$ cat src/rtl/pwm_generator_ch.sv
// pwm_generator_ch: prescaled PWM generator with a valid/ready shadowed duty load applied at
// period boundaries, offset floor, deadband, optional signed input with direction output and
// optional per-period slew limiting of the applied compare value.
module pwm_generator_ch #(
    parameter int unsigned WIDTH     = 10,
    parameter int unsigned CNT_W     = 16,
    parameter int unsigned PRESCALE  = 128,
    parameter int unsigned PERIOD    = 531,
    parameter int unsigned OFFSET    = 250,
    parameter int unsigned DEADBAND  = 12,
    parameter bit          SIGNED_IN = 1'b0,
    parameter int unsigned SLEW_STEP = 0
) (
    input  logic             CLOCK_50,
    input  logic             RESET_n,
    input  logic             en,
    input  logic [WIDTH-1:0] duty_in,
    input  logic             duty_valid,
    output logic             duty_ready,
    output logic             PWMout,
    output logic             dir,
    output logic             period_start,
    output logic [CNT_W-1:0] cmp_applied
);
    localparam int unsigned      PcW     = (PRESCALE > 1) ? $clog2(PRESCALE) : 1;
    localparam logic [PcW-1:0]   PcMax   = PcW'(PRESCALE - 1);
    localparam logic [CNT_W-1:0] CntMax  = CNT_W'(PERIOD - 1);
    localparam logic [CNT_W-1:0] PeriodC = CNT_W'(PERIOD);
    localparam logic [CNT_W-1:0] SlewC   = CNT_W'(SLEW_STEP);
    localparam logic [CNT_W:0]   OffsetX = (CNT_W + 1)'(OFFSET);
    localparam logic [CNT_W:0]   DeadX   = (CNT_W + 1)'(DEADBAND);
    localparam logic [CNT_W:0]   PeriodX = (CNT_W + 1)'(PERIOD);

    logic [PcW-1:0]   pcnt_q, pcnt_d;
    logic [CNT_W-1:0] cnt_q, cnt_d;
    logic [WIDTH-1:0] shadow_q, shadow_d;
    logic             full_q, full_d;
    logic [CNT_W-1:0] target_q, target_d;
    logic             tsign_q, tsign_d;
    logic [CNT_W-1:0] applied_q, applied_d;
    logic             dir_q, dir_d;
    logic             pwm_q, pwm_d;
    logic             ps_q, ps_d;

    logic             tick, boundary;
    logic             sh_neg, sgn_sel;
    logic [WIDTH-1:0] sh_mag;
    logic [CNT_W:0]   mag_x, sum_x;
    logic [CNT_W-1:0] tgt_new, tgt_sel;

    // Move cur toward goal by at most SLEW_STEP.
    function automatic logic [CNT_W-1:0] slew(input logic [CNT_W-1:0] cur,
                                              input logic [CNT_W-1:0] goal);
        logic [CNT_W-1:0] gap;
        if (goal >= cur) begin
            gap = goal - cur;
            return (gap > SlewC) ? cur + SlewC : goal;
        end else begin
            gap = cur - goal;
            return (gap > SlewC) ? cur - SlewC : goal;
        end
    endfunction

    assign tick     = (pcnt_q == PcMax);
    assign boundary = en && tick && (cnt_q == CntMax);

    // Derive the target compare from the shadowed duty; the sum is one bit wider so it never wraps.
    always_comb begin
        sh_neg = SIGNED_IN && shadow_q[WIDTH-1];
        sh_mag = sh_neg ? (~shadow_q + WIDTH'(1)) : shadow_q;
        mag_x  = (CNT_W + 1)'(sh_mag);
        sum_x  = mag_x + OffsetX;
        if (mag_x <= DeadX) begin
            tgt_new = '0;
        end else if (sum_x > PeriodX) begin
            tgt_new = PeriodC;
        end else begin
            tgt_new = sum_x[CNT_W-1:0];
        end
        tgt_sel = full_q ? tgt_new : target_q;
        sgn_sel = full_q ? sh_neg : tsign_q;
    end

    // Next-state: prescaler, period counter, handshake, boundary update of target/applied/dir.
    always_comb begin
        pcnt_d    = pcnt_q;
        cnt_d     = cnt_q;
        shadow_d  = shadow_q;
        full_d    = full_q;
        target_d  = target_q;
        tsign_d   = tsign_q;
        applied_d = applied_q;
        dir_d     = dir_q;
        ps_d      = 1'b0;

        // Handshake stays live even while disabled.
        if (duty_valid && !full_q) begin
            shadow_d = duty_in;
            full_d   = 1'b1;
        end

        if (!en) begin
            pcnt_d    = '0;
            cnt_d     = '0;
            target_d  = '0;
            tsign_d   = 1'b0;
            applied_d = '0;
            dir_d     = 1'b0;
        end else begin
            pcnt_d = tick ? '0 : pcnt_q + PcW'(1);
            if (tick) begin
                cnt_d = (cnt_q == CntMax) ? '0 : cnt_q + CNT_W'(1);
            end
            if (boundary) begin
                ps_d     = 1'b1;
                target_d = tgt_sel;
                tsign_d  = sgn_sel;
                if (full_q) begin
                    full_d = 1'b0;
                end
                if (tgt_sel == '0) begin
                    applied_d = '0;
                    dir_d     = sgn_sel;
                end else if (SLEW_STEP == 0) begin
                    applied_d = tgt_sel;
                    dir_d     = sgn_sel;
                end else if (sgn_sel != dir_q) begin
                    // Reverse only after ramping down to zero.
                    if (applied_q == '0) begin
                        dir_d     = sgn_sel;
                        applied_d = slew('0, tgt_sel);
                    end else begin
                        applied_d = slew(applied_q, '0);
                    end
                end else begin
                    applied_d = slew(applied_q, tgt_sel);
                end
            end
        end

        // Compare against next-state values so PWMout lines up with the registered counter.
        pwm_d = en && (cnt_d < applied_d);
    end

    // State registers with asynchronous active-low reset.
    always_ff @(posedge CLOCK_50 or negedge RESET_n) begin
        if (!RESET_n) begin
            pcnt_q    <= '0;
            cnt_q     <= '0;
            shadow_q  <= '0;
            full_q    <= 1'b0;
            target_q  <= '0;
            tsign_q   <= 1'b0;
            applied_q <= '0;
            dir_q     <= 1'b0;
            pwm_q     <= 1'b0;
            ps_q      <= 1'b0;
        end else begin
            pcnt_q    <= pcnt_d;
            cnt_q     <= cnt_d;
            shadow_q  <= shadow_d;
            full_q    <= full_d;
            target_q  <= target_d;
            tsign_q   <= tsign_d;
            applied_q <= applied_d;
            dir_q     <= dir_d;
            pwm_q     <= pwm_d;
            ps_q      <= ps_d;
        end
    end

    assign duty_ready   = ~full_q;
    assign PWMout       = pwm_q;
    assign dir          = dir_q;
    assign period_start = ps_q;
    assign cmp_applied  = applied_q;

endmodule

$ cat config.mk
export PLATFORM = sky130hd
export DESIGN_NAME = pwm_generator_ch
export DESIGN_NICKNAME = d
export VERILOG_FILES = /design/src/rtl/pwm_generator_ch.sv
export SDC_FILE = /design/constraint.sdc
export NUM_CORES = 1
export LEC_CHECK = 0
export BUFFER_PORTS_ARGS = -buffer_cell sky130_fd_sc_hd__buf_4
export CAP_MARGIN = 20
export CORE_UTILIZATION = 45
export CTS_CLUSTER_SIZE = 28
export DETAILED_ROUTE_END_ITERATION = 10
export HOLD_SLACK_MARGIN = 0.05
export PLACE_DENSITY_LB_ADDON = 0.25
export SLEW_MARGIN = 25
export SYNTH_ARGS = -nofsm -noshare
export SYNTH_HDL_FRONTEND = slang
export SYNTH_SLANG_ARGS = --single-unit
$ cat constraint.sdc
create_clock -name CLOCK_50 -period 6.9 [get_ports CLOCK_50]
set_input_delay 0.345 -clock CLOCK_50 [delete_from_list [all_inputs] [get_ports CLOCK_50]]
set_output_delay 0.345 -clock CLOCK_50 [all_outputs]
set_load 0.1 [all_outputs]
# Word-level counts from Yosys, hierarchy flattened
# Index checks and enable logic that the tools add are counted.
[op_classes]
n_addsub = 3
magnitude_cmp = 3
n_eq_ne = 4
n_mux = 22
n_bitwise = 1
reduce_logical = 7
[ops]
columns = ["cell", "count"]
rows = [
  ["$mux 16", 10],
  ["$add 16x1->16 const B", 1],
  ["$eq 16x10->1 const B", 1],
  ["$logic_not 16->1", 1],
  ["$lt 16x16->1", 1],
  ["$mux 7", 2],
  ["$add 10x8->11 const B", 1],
  ["$gt 11x10->1 const B", 1],
  ["$mux 11", 1],
  ["$le 10x4->1 const B", 1],
  ["$mux 1", 9],
  ["$add 7x1->7 const B", 1],
  ["$eq 7x7->1 const B", 1],
  ["$logic_and 1x1->1", 4],
  ["$ne 3x3->1 const B", 1],
  ["$ne 2x1->1 const B", 1],
  ["$reduce_and 2->1", 1],
  ["$logic_not 1->1", 1],
  ["$not 1->1", 1],
]
[totals]
register_bits = 69
input_bits = 14
output_inout_bits = 20
word_cells = 49

# Logic depth before layout (Yosys ltp)
# Gate-level depths: netlist (run 1).
[logic_depth]
depth_word = 11
ltp_mapped = 16

# Worst setup path before layout (run 1)
# No wires, ideal clock.
[synth_path]
kind = "register to register"
start = "register full_q"
end = "register pwm_q (netlist: PWMout)"
setup_ns = 0.065
t_arrival_ns = 3.111
t_required_ns = 6.835
path_slack_ns = 3.724
path_stages_with_launch = 13
n_path_buf = 1
period_less_slack_ns = 3.176
cell_sequence = "dfrtp_1 -> clkinv_1 -> clkbuf_1 -> a22oi_1 -> nand2_1 -> o211ai_1 -> ha_1 -> a21o_1 -> a21oi_1 -> o21ai_0 -> a21oi_1 -> o221ai_1 -> o21ba_1"
[synth_via]
elab_chain_cells = 7
[synth_lines]
columns = ["item", "line", "text"]
rows = [
  ["from (decl)", "37", "logic full_q, full_d;"],
  ["from (signal assigned)", "162", "full_q <= full_d;"],
  ["$mux 16 (*)", "80", "tgt_sel = full_q ? tgt_new : target_q;"],
  ["$logic_not 16->1", "121", "if (tgt_sel == '0) begin"],
  ["$mux 16 (*)", "121", ""],
  ["$mux 16 (*)", "114", "if (boundary) begin"],
  ["$mux 16 (*)", "102", "if (!en) begin"],
  ["$lt 16x16->1 (*)", "142", "pwm_d = en && (cnt_d < applied_d);"],
  ["$logic_and 1x1->1 (*)", "142", ""],
  ["via pwm_d", "42", "logic pwm_q, pwm_d;"],
  ["to (signal assigned)", "167", "pwm_q <= pwm_d;"],
  ["to (decl)", "42", ""],
]
# The timed path passes the listed nets; every way through them passes the cells marked *.
# A chain may end at the register's enable or synchronous reset.

# Worst setup path after layout (run 1)
[layout_path]
start = "register pcnt_q[0]"
end = "register pwm_q (netlist: PWMout)"
[layout_via]
word_cells_on_any_way = 9
[layout_lines]
columns = ["item", "line", "text"]
rows = [
  ["from (decl)", "34", "logic [PcW-1:0] pcnt_q, pcnt_d;"],
  ["from (signal assigned)", "159", "pcnt_q <= pcnt_d;"],
  ["$eq 7x7->1", "64", "assign tick = (pcnt_q == PcMax);"],
  ["$mux 16", "111", "if (tick) begin"],
  ["$mux 16", "102", ""],
  ["via cnt_d[15]", "35", "logic [CNT_W-1:0] cnt_q, cnt_d;"],
  ["$lt 16x16->1", "142", ""],
  ["$logic_and 1x1->1", "142", ""],
  ["via pwm_d", "42", ""],
]
# The timed path passes the listed nets, and every way through them passes these cells.

==> results of run 1 <==
-- synthesized netlist by cell type (8+ instances only) --
cell type  instances  area share
clkbuf_1           8      0.0079
nor2_1            34       0.033
dfrtp_1           68        0.45
and2_1            11       0.018
a21oi_1           13       0.017
o21ai_0           21       0.028
xor2_1            17       0.039
a31oi_1           11       0.018
ha_1              20       0.066
nand2_1           28       0.028
nand3_1           11       0.014
xnor2_1            8       0.018
inv_1             15       0.015
nand2b_1          11       0.018
-- critical path, stage by stage (launching register included) --
cell and delay (ns):
dfrtp_1 0.37, ha_1 0.18, and3_1 0.26, and2_0 0.29
and4_1 0.56, nand2b_1 0.55, nor2_1 0.18, ha_1 0.34
nand3_1 0.10, nor3_1 0.26, nand4_1 0.12, a31o_2 0.22
o21ba_1 0.16
-- flip-flops by register name, summed over array words and instances (netlist names) --
signal / cells
PWMout: 1
cmp_applied: 16
cnt_q: 16
full_q: 1
pcnt_q: 7
period_start: 1
sh_mag: 10
target_q: 16
-- how the worst max path moves through the flow --
stage / from / to / cells past startpoint
finish: pcnt_q[0] / PWMout / 12
detailed placement: pcnt_q[0] / PWMout / 12
global route: pcnt_q[0] / PWMout / 12
CTS: pcnt_q[0] / PWMout / 12
floorplan: full_q / PWMout / 12
global placement: pcnt_q[0] / PWMout / 12
-- through the flow --
stage          hold WS, ns  total power, mW  std cells
3_5_place_dp         0.448            0.470        501
4_1_cts              0.134            0.840        517
5_1_grt              0.179            0.865        517
6_report            0.0845            0.831        517
3_3_place_gp         0.445            0.469        501
2_1_floorplan       0.0494            0.450        383
-- logic make-up after synthesis --
| logic type | after synthesis | share of synthesized area |
|---|---|---|
| XOR/XNOR | 25 | 0.0574 |
| AO/OA/AOI/OAI | 81 | 0.146 |
| flip-flops | 68 | 0.446 |
| AND/OR/NAND/NOR | 145 | 0.212 |
| adder cells (fa/ha/maj) | 20 | 0.0656 |
| multiplexers | 7 | 0.0203 |
| other | 1 | 0.000983 |
| buffers and inverters | 36 | 0.0525 |
-- power by group through the flow --
stage / clock network [mW] / registers, mW / logic, mW
floorplan: 0 / 0.415 / 0.0345
global placement: 0 / 0.418 / 0.0512
detailed placement: 0 / 0.418 / 0.0519
CTS: 0.378 / 0.410 / 0.0522
global route: 0.395 / 0.411 / 0.0579
finish: 0.369 / 0.411 / 0.0513
-- layout by cell type, fill, tap and decap left out, drive strengths merged, types with 2 or more instances in the layout --
| cell type | count |
|---|---|
| xor2 | 17 |
| nor2 | 35 |
| nor4 | 2 |
| a31oi | 12 |
| nor3 | 4 |
| or2 | 4 |
| ha | 20 |
| nor4b | 2 |
| xnor2 | 8 |
| mux2 | 6 |
| nand2b | 11 |
| inv | 16 |
| nand3 | 11 |
| o31ai | 2 |
| nor4bb | 2 |
| a21oi | 14 |
| dfrtp | 68 |
| clkbuf | 9 |
| a31o | 2 |
| clkinv | 5 |
| and4 | 5 |
| nor2b | 4 |
| buf | 33 |
| nand2 | 30 |
| o21a | 2 |
| o21ai | 22 |
| a32oi | 2 |
| and2 | 13 |
| a21o | 6 |
| o211ai | 2 |
| nand4 | 7 |
| and3 | 7 |
| a21boi | 4 |
| bufinv | 2 |
| and2b | 6 |
-- area by class of cell --
| cell class | instances | area (um^2) |
|---|---|---|
| fillers | 735 | 3940 |
| multi-input cells | 279 | 1910 |
| flip-flops and latches | 68 | 1700 |
| repair buffers | 33 | 248 |
| well taps | 105 | 131 |
| clock buffers | 9 | 124 |
| clock inverters | 7 | 100 |
| inverters | 16 | 60.1 |
-- metal layers --
layer | wire length (um) | vias to the layer above | global-route usage
met5 | 0 | - | 0
met4 | 124 | 0 | 0.0756
met3 | 220 | 12 | 0.0316
met2 | 3940 | 47 | 0.332
met1 | 3740 | 1377 | 0.269
li1 | - | 1388 | -
==> results.md, run 1 <==
- Antenna violations before repair: 0
- Sum of negative setup slack: 0 ns
- Initial DRC count: between 100 and 150
- Pint: 0.627 mW
- Switching Share: 0.245
- Unique masters post-synth: 65
- Vias per cell: around 5.5
- Starting Density: 0.464
- Worst-Skew Late Latency: roughly 0.35 ns
- Post-DR wirelength/cell: 15.5 um
- Seq/Total Area, Yosys: 0.446
- Post-synth net total: roughly 420
- Average cell area after synthesis: roughly 10 um^2
- DRC: 0
- Half-perimeter wire length after placement: 5.77 mm
- Length in cells of the worst reg-to-reg path: 12
- Tcrit/Tclk final: 0.535
- Num CTS Buffers: 9
- Ys async rst share: 1.00
- Synth Flop Type: dfrtp_1
- Root Buffer Master: clkbuf_8
- H-tree levels: 3
- Final core occ: 0.521
- IO Pins: 34
- Placer congestion estimate: ~0.85
- Clock buffer depth: 2
- Status: finished, final reports clean
- Die H: 94.1 um
- Part of the power in registers: 0.494
- DRT Pass-1 Iters: 4
- Final setup fails: 0
- NetSw: just over 0.2 mW
- Crit Reg-Reg Startpoint: pcnt_q[0]
- Final wirelength: 8.03 mm
- Diode count: 0
- Gate power share: 0.062
- R2R setup slack: 3.21 ns
- Final worst slack: 3.21 ns
- Final number of hold-violating endpoints: 0
- Maximum vdd ir drop: about 0.11 mV
- CTS clk-pin slew, worst paths: 0.08 ns
- Antenna viol nets, final: 0
- Syn-to-layout area delta: 12.1%
- Post-place setup slack: 3.26 ns
- Post-CTS Setup Inserts: 0
- Hold WC Path Type: input port to async pin
- Largest net degree at the start of global routing: between 60 and 70
- Synth Warn #: 0
- Worst Skew: around 0.0074 ns
- Period minus WS final: 3.69 ns
- Die W: approximately 94 um
- Part of the power in the clock network: 0.444
- CP startpoint kind: flop
- CTS Sinks: between 60 and 70
- Worst-Margin Slew: ~0.96 ns
- Max cap viols: 0
- Final Instance Area: 4280 um^2
- Share of cells above drive strength 1: 0.170
- RSZ-0062 raised after global routing: false
- CP Class: flop to flop
- Post-synthesis cell area: between 3000 and 4000 um^2
- PortBufs: 32
- Seq cells post-synth: 68
- Die ar.: just under 9000 um^2
- Max frequency: between 0.2 and 0.3 GHz
- First-pass GRT wire length: between 10 and 15 mm
- Core area: around 8200 um^2
- Slew Limit Fails: 0
- Max-slew headroom: 0.356
- Vias post-DR: 2824
- Critical Path End Type: flop
- Worst Path Arrival: between 3 and 4 ns
- Final nets: 441
- Pwr/cell area: 194 nW/um^2
- Placement Cell Area: between 4000 and 5000 um^2
- Post-synth EDFFs: 0
- Worst-path maximum fanout: 16
- Rows: 33
- Mapped Cells: 383
- Worst EP required: between 7 and 8 ns
- Worst R2R End: PWMout
- Post-CTS sizing: 0
- Cts hold-fix bufs: 0
- GRT overflow: 0
- GRT Total Usage: 0.203
- Vias in the first global route: 2840
- Leak: 2.12 nW
- CTS tree: yes
No activity file was read; power rests on OpenSTA's default activity.
==> run 2, diff against run 1 <==
Settings changed: ABC_AREA from default to 1.
Clock period 6.9 ns to 3.7 ns, I/O delays scaled along.
==> run 2 against run 1 <==
Count of clock-buffer cells in the layout rose by 1. Die area is 5.0% lower. Sequential cell count is the same. Clock skew increased by 0.0018 ns. Critical path type unchanged. Critical endpoint unchanged. Largest cell class is now registers. Highest routed layer unchanged.
==> results.md, run 2 <==
- Slew Limit Fails: 0
- DRC: 0
- Pwr/cell area: 417 nW/um^2
- Tcrit/Tclk final: 0.879
- Synth Warn #: 0
- Diode count: 0
- Starting Density: 0.466
- Rows: 32
- Num CTS Buffers: 9
- Mapped Cells: 440
- Worst Path Arrival: around 3.5 ns
- Final nets: between 500 and 600
- Ys async rst share: 1.00
- Root Buffer Master: clkbuf_8
- Placer congestion estimate: just over 0.8
- Post-synth net total: approximately 470
- R2R setup slack: between 0.4 and 0.5 ns
- Seq/Total Area, Yosys: 0.470
- Final wirelength: 8.04 mm
- Post-CTS Setup Inserts: 0
- Post-synth EDFFs: 0
- Clock buffer depth: 2
- Part of the power in registers: 0.470
- CP Cell Sequence: ha_1 > nor2_1 > nand2_1 > nand2_1 > nand2_1 > inv_1 > nand2_1 > nor2_1 > nand2_1 > nand2_1 > nand2_1 > a211oi_1 > o211ai_1 > nand2_1 > inv_1 > ha_1 > a21oi_1 > nand2_1 > nand2_1 > nand2_1 > a21oi_1
- Worst-Skew Late Latency: 0.35 ns
- IO Pins: 34
- Gate power share: 0.188
- First-pass GRT wire length: 13.9 mm
- Vias in the first global route: ~3000
- Most frequent cell after synthesis: nand2_1
- Unique masters post-synth: 38
- NetSw: roughly 0.53 mW
- GRT overflow: 0
- H-tree levels: 3
- Synth area leaders: dfrtp_1, nand2_1, ha_1, inv_1, nor2_1
- Critical path buffers and inverters: 2
- Synth top area share: 0.470
- Seq cells post-synth: between 60 and 70
- Worst Skew: approximately 0.0092 ns
- Die ar.: ~8400 um^2
- Post-place setup slack: 0.463 ns
- Post-synthesis cell area: around 3600 um^2
- GRT Total Usage: 0.214
- Multi-input gate area: about 1600 um^2
- RSZ-0062 raised after global routing: false
- Antenna violations before repair: 0
- Syn-to-layout area delta: 15.6%
- CTS tree: yes
- Critical Path Max Stage Delay: about 0.4 ns
- Hold WC Path Type: input port to flop
- Largest net degree at the start of global routing: 69
- PortBufs: 32
- CP most frequent cell: nand2_1
- CP max stage cell: dfrtp_1
- Final core occ: 0.539
- Post-DR wirelength/cell: 13.7 um
- Sequential cell area: 1700 um^2
- Switching Share: 0.306
- CP Class: flop to flop
- Worst-Margin Slew: between 0.8 and 0.9 ns
- Most common cell after layout, fill and taps aside: nand2_1
- Die H: ~90 um
- Leak: between 2 and 2.5 nW
- Final Instance Area: ~4200 um^2
- Max cap viols: 0
- Placement Cell Area: between 3000 and 4000 um^2
- Max-slew headroom: 0.425
- Part of the power in the clock network: 0.342
- CP startpoint kind: flop
- Vias per cell: 5.11
- Synth Flop Type: dfrtp_1
- Fill count: 760
- Share of cells above drive strength 1: 0.149
- Half-perimeter wire length after placement: between 6 and 7 mm
- CTS Sinks: 68
- CTS clk-pin slew, worst paths: roughly 0.07 ns
- Status: finished, final reports clean
- Final number of hold-violating endpoints: 0
- Final setup fails: 0
- Yosys top cell by area: dfrtp_1
- Cell family with most CP delay: simple AND/OR/NAND/NOR gates
- Average cell area after synthesis: approximately 8.2 um^2
- Pint: 1.21 mW
- Commonest cells post-synth: nand2_1, dfrtp_1, inv_1
- Most frequent cells in the layout: nand2_1, dfrtp_1, inv_1
- Antenna viol nets, final: 0
- Max frequency: 0.307 GHz
- Period minus WS final: ~3.3 ns
- Die W: 91.7 um
- Critical Path End Type: flop
- Core area: just under 8000 um^2
- DRT Pass-1 Iters: 4
- Worst EP required: approximately 4.0 ns
- Sum of negative setup slack: 0 ns
- Worst hold margin: ~0.065 ns
- Initial DRC count: around 140
- Worst-path maximum fanout: 7
- Final worst slack: around 0.45 ns
- Maximum vdd ir drop: between 0.2 and 0.3 mV
- Vias post-DR: between 2000 and 3000
[run 2: cell count changes after synthesis, sizes merged, moves of 7 or more]
cell / delta
and2: -13
nor2: +8
a21oi: +13
nand3: +11
a31oi: -11
xor2: -14
and3: -7
nand2: +76
clkbuf: -7
xnor2: -8
nand2b: -11
inv: +54
[run 2: power groups by stage]
stage               combinational (mW)  clock [mW]  sequential (mW)
finish                           0.327       0.597            0.819
global route                     0.375       0.639            0.827
CTS                              0.324       0.611            0.819
detailed placement               0.322           0            0.833
global placement                 0.317           0            0.832
floorplan                        0.238           0            0.824
[run 2: final timing paths]
check                      startpoint         to  depth (start not counted)
max in group asynchronous     RESET_n  pcnt_q[6]                          2
hold / removal             duty_in[7]  sh_mag[7]                          2
hold reg to reg             pcnt_q[0]  pcnt_q[0]                          1
min in group asynchronous     RESET_n  sh_mag[5]                          2
setup reg to reg            sh_mag[1]     PWMout                         21
setup / recovery            sh_mag[1]     PWMout                         21
[run 2: final cells by class]
type / count / share of cell area
Clock buffer: 10 / 0.0329
Clock inverter: 5 / 0.0126
Inverter: 70 / 0.0631
Multi-Input combinational cell: 294 / 0.387
Sequential cell: 68 / 0.407
Tap cell: 102 / 0.0305
Timing Repair Buffer: 37 / 0.0670
[run 2: stage by stage]
stage	cells	power, mW
final	586	1.74
after global placement	570	1.15
after detailed placement	570	1.16
after CTS	586	1.75
after global routing	586	1.84
after floorplan	440	1.06
[run 2: what timing repair did]
item / CTS / global route
setup endpoints to repair: 0 / 1
hold endpoints to repair: 68 / 0
hold buffers: 1 / 0
resized for setup: 0 / 1
[run 2: cell families after synthesis]
group                      after synthesis  share of synthesized area
buffers and inverters                   78                     0.0837
xor gates and xnor gates                 3                    0.00726
DFF                                     68                      0.470
adders and majority gates               20                     0.0691
muxes                                    2                    0.00622
and+or+nand+nor                        198                      0.252
AOI/OAI and AO/OA                       70                      0.111
other                                    1                    0.00104
[run 2: layer usage]
| metal | global-route usage | wire, um | vias up |
|---|---|---|---|
| li1 | - | - | 1517 |
| met1 | 0.282 | 3870 | 1389 |
| met2 | 0.335 | 3510 | 70 |
| met3 | 0.0448 | 439 | 18 |
| met4 | 0.106 | 222 | 0 |
| met5 | 0 | 0 | - |
==> run 3, diff against run 2 <==
Settings changed: CTS_BUF_LIST from default to sky130_fd_sc_hd__clkbuf_16, GPL_TIMING_DRIVEN from default to 0.
==> run 3 against run 2 <==
Final cell count is 0.68% higher. Largest cell class unchanged. Via count fell by 0.33%. Sequential cell count unchanged. Clock skew shrank 0.0036 ns. Clock power increased by 34%. First-iteration DRC count down 12%.
==> results.md, run 3 (synthesis results as in run 2) <==
- Critical path buffers and inverters: 5
- Worst Skew: 0.00562 ns
- Tcrit/Tclk final: 0.902
- Crit Reg-Reg Startpoint: pcnt_q[0]
- Post-place setup slack: 0.261 ns
- Die ar.: ~8400 um^2
- Worst-Margin Slew: roughly 0.86 ns
- Num CTS Buffers: 9
- Syn-to-layout area delta: 18.1%
- Vias per cell: roughly 5.1
- Root Buffer Master: clkbuf_16
- Critical Path End Type: flop
- Rows: 32
- Leak: about 2.2 nW
- CTS tree: yes
- Die W: around 90 um
- Setup crit end: PWMout
- GRT overflow: 0
- CP startpoint kind: flop
- Tot Pwr: about 2 mW
- Final setup fails: 0
- Sum of negative setup slack: 0 ns
- Slew Limit Fails: 0
- CP Cell Sequence: ha_1 > nand2_1 > nor2_2 > nand2_1 > inv_2 > nand3_4 > clkinv_2 > nand4_1 > nand2_2 > inv_1 > buf_2 > buf_2 > o21ai_0 > a21oi_1 > ha_1 > a211oi_1 > o221ai_1 > a21oi_1
- Max cap viols: 0
- Vias post-DR: between 2000 and 3000
- Most frequent cells in the layout: nand2_1, dfrtp_1, inv_1
- Pwr/cell area: about 460 nW/um^2
- WP depth: 18
- Placer congestion estimate: around 0.87
- Period minus WS final: around 3.3 ns
- R2R setup slack: roughly 0.36 ns
- DRC: 0
- CTS Sinks: ~70
- Hold WC Path Type: input port to flop
- Post-CTS Setup Inserts: 0
- Share of cells above drive strength 1: 0.139
- Most common cell after layout, fill and taps aside: nand2_1
- Vias in the first global route: between 2000 and 3000
- Status: finished, final reports clean
- Final number of hold-violating endpoints: 0
- Critical Path Source: pcnt_q[0]
- Worst-Skew Late Latency: ~0.33 ns
- Half-perimeter wire length after placement: a little under 6 mm
- CP Class: flop to flop
- Critical Path Max Stage Delay: 0.40 ns
- GRT Total Usage: 0.213
- Clock buffer depth: 2
- Antenna viol nets, final: 0
- Largest net degree at the start of global routing: between 60 and 70
- Final nets: ~520
- Core area: 7770 um^2
- Max-slew headroom: 0.429
- Worst Path Arrival: ~3.6 ns
- Worst EP required: approximately 4 ns
- Maximum vdd ir drop: roughly 0.26 mV
- Cell family with most CP delay: compound AO/OA/AOI/OAI gates
- Starting Density: 0.466
- CTS clk-pin slew, worst paths: about 0.050 ns
- DRT Pass-1 Iters: 4
- Diode count: 0
- H-tree levels: 3
- RSZ-0062 raised after global routing: false
- Final wirelength: 7.92 mm
- Worst-path maximum fanout: 10
- Post-DR wirelength/cell: approximately 13 um
- Final worst slack: between 0.3 and 0.4 ns
- Die H: between 90 and 100 um
- Sequential cell area: around 1700 um^2
- CP max stage cell: dfrtp_1
- Worst R2R End: PWMout
- IO Pins: 34
- Initial DRC count: around 130
- PortBufs: 32
- Antenna violations before repair: 0
- Fill count: around 750
- Length in cells of the worst reg-to-reg path: 18
- First-pass GRT wire length: 13.9 mm
- Max frequency: between 0.2 and 0.3 GHz
- Multi-input gate area: 1620 um^2
run 3: area by class of cell:
type / instances / area share
well taps: 102 / 0.0298
clock buffers: 9 / 0.0527
clock inverters: 6 / 0.0114
flip-flops and latches: 68 / 0.398
plain buffers: 8 / 0.00965
multi-input cells: 294 / 0.378
repair buffers: 33 / 0.0585
inverters: 70 / 0.0617
run 3: how the worst min path moves through the flow:
stage | startpoint | end | slack, ns | depth (start not counted)
2_1_floorplan | RESET_n | PWMout | -0.11 | 0
3_3_place_gp | RESET_n | sh_mag[7] | 0.35 | 1
3_5_place_dp | RESET_n | target_q[3] | 0.36 | 1
4_1_cts | duty_in[5] | sh_mag[5] | 0.09 | 2
5_1_grt | duty_in[5] | sh_mag[5] | 0.09 | 2
6_report | duty_in[5] | sh_mag[5] | 0.09 | 2
run 3: worst register-to-register path, cell delays in order (launching register included):
cell	delay (ns)
dfrtp_1	0.40
ha_1	0.22
nand2_1	0.09
nor2_2	0.04
nand2_1	0.06
inv_2	0.06
nand3_4	0.10
clkinv_2	0.12
nand4_1	0.12
nand2_2	0.18
inv_1	0.14
buf_2	0.24
buf_2	0.27
o21ai_0	0.12
a21oi_1	0.22
ha_1	0.29
a211oi_1	0.25
o221ai_1	0.18
a21oi_1	0.16
run 3: what timing repair did:
| item | in CTS | in global routing |
|---|---|---|
| resized for setup | 0 | 2 |
| endpoints found under the setup margin | 0 | 1 |
| hold buffers | 1 | 0 |
| hold endpoints to repair | 68 | 0 |
run 3: power by group:
part | switching, mW | leakage (nW) | internal (mW) | total [mW]
logic | 0.221 | 1.13 | 0.106 | 0.327
clock network | 0.296 | 0.140 | 0.505 | 0.801
registers | 0.0358 | 0.913 | 0.785 | 0.821
run 3: routing by layer:
metal / up-vias / wire, um / global-route usage
met5: - / 0 / 0
met4: 0 / 101 / 0.0754
met3: 10 / 296 / 0.0398
met2: 47 / 3520 / 0.325
met1: 1386 / 4000 / 0.303
li1: 1541 / - / -
run 3: metrics by stage:
step / hold slack, ns / cells / util / area (um^2)
final: 0.0883 / 590 / 0.551 / 4280
after global routing: 0.0896 / 590 / 0.551 / 4280
after CTS: 0.0858 / 590 / 0.550 / 4270
after detailed placement: 0.357 / 574 / 0.513 / 3990
after global placement: 0.348 / 574 / 0.513 / 3990
after floorplan: -0.111 / 440 / - / 3620
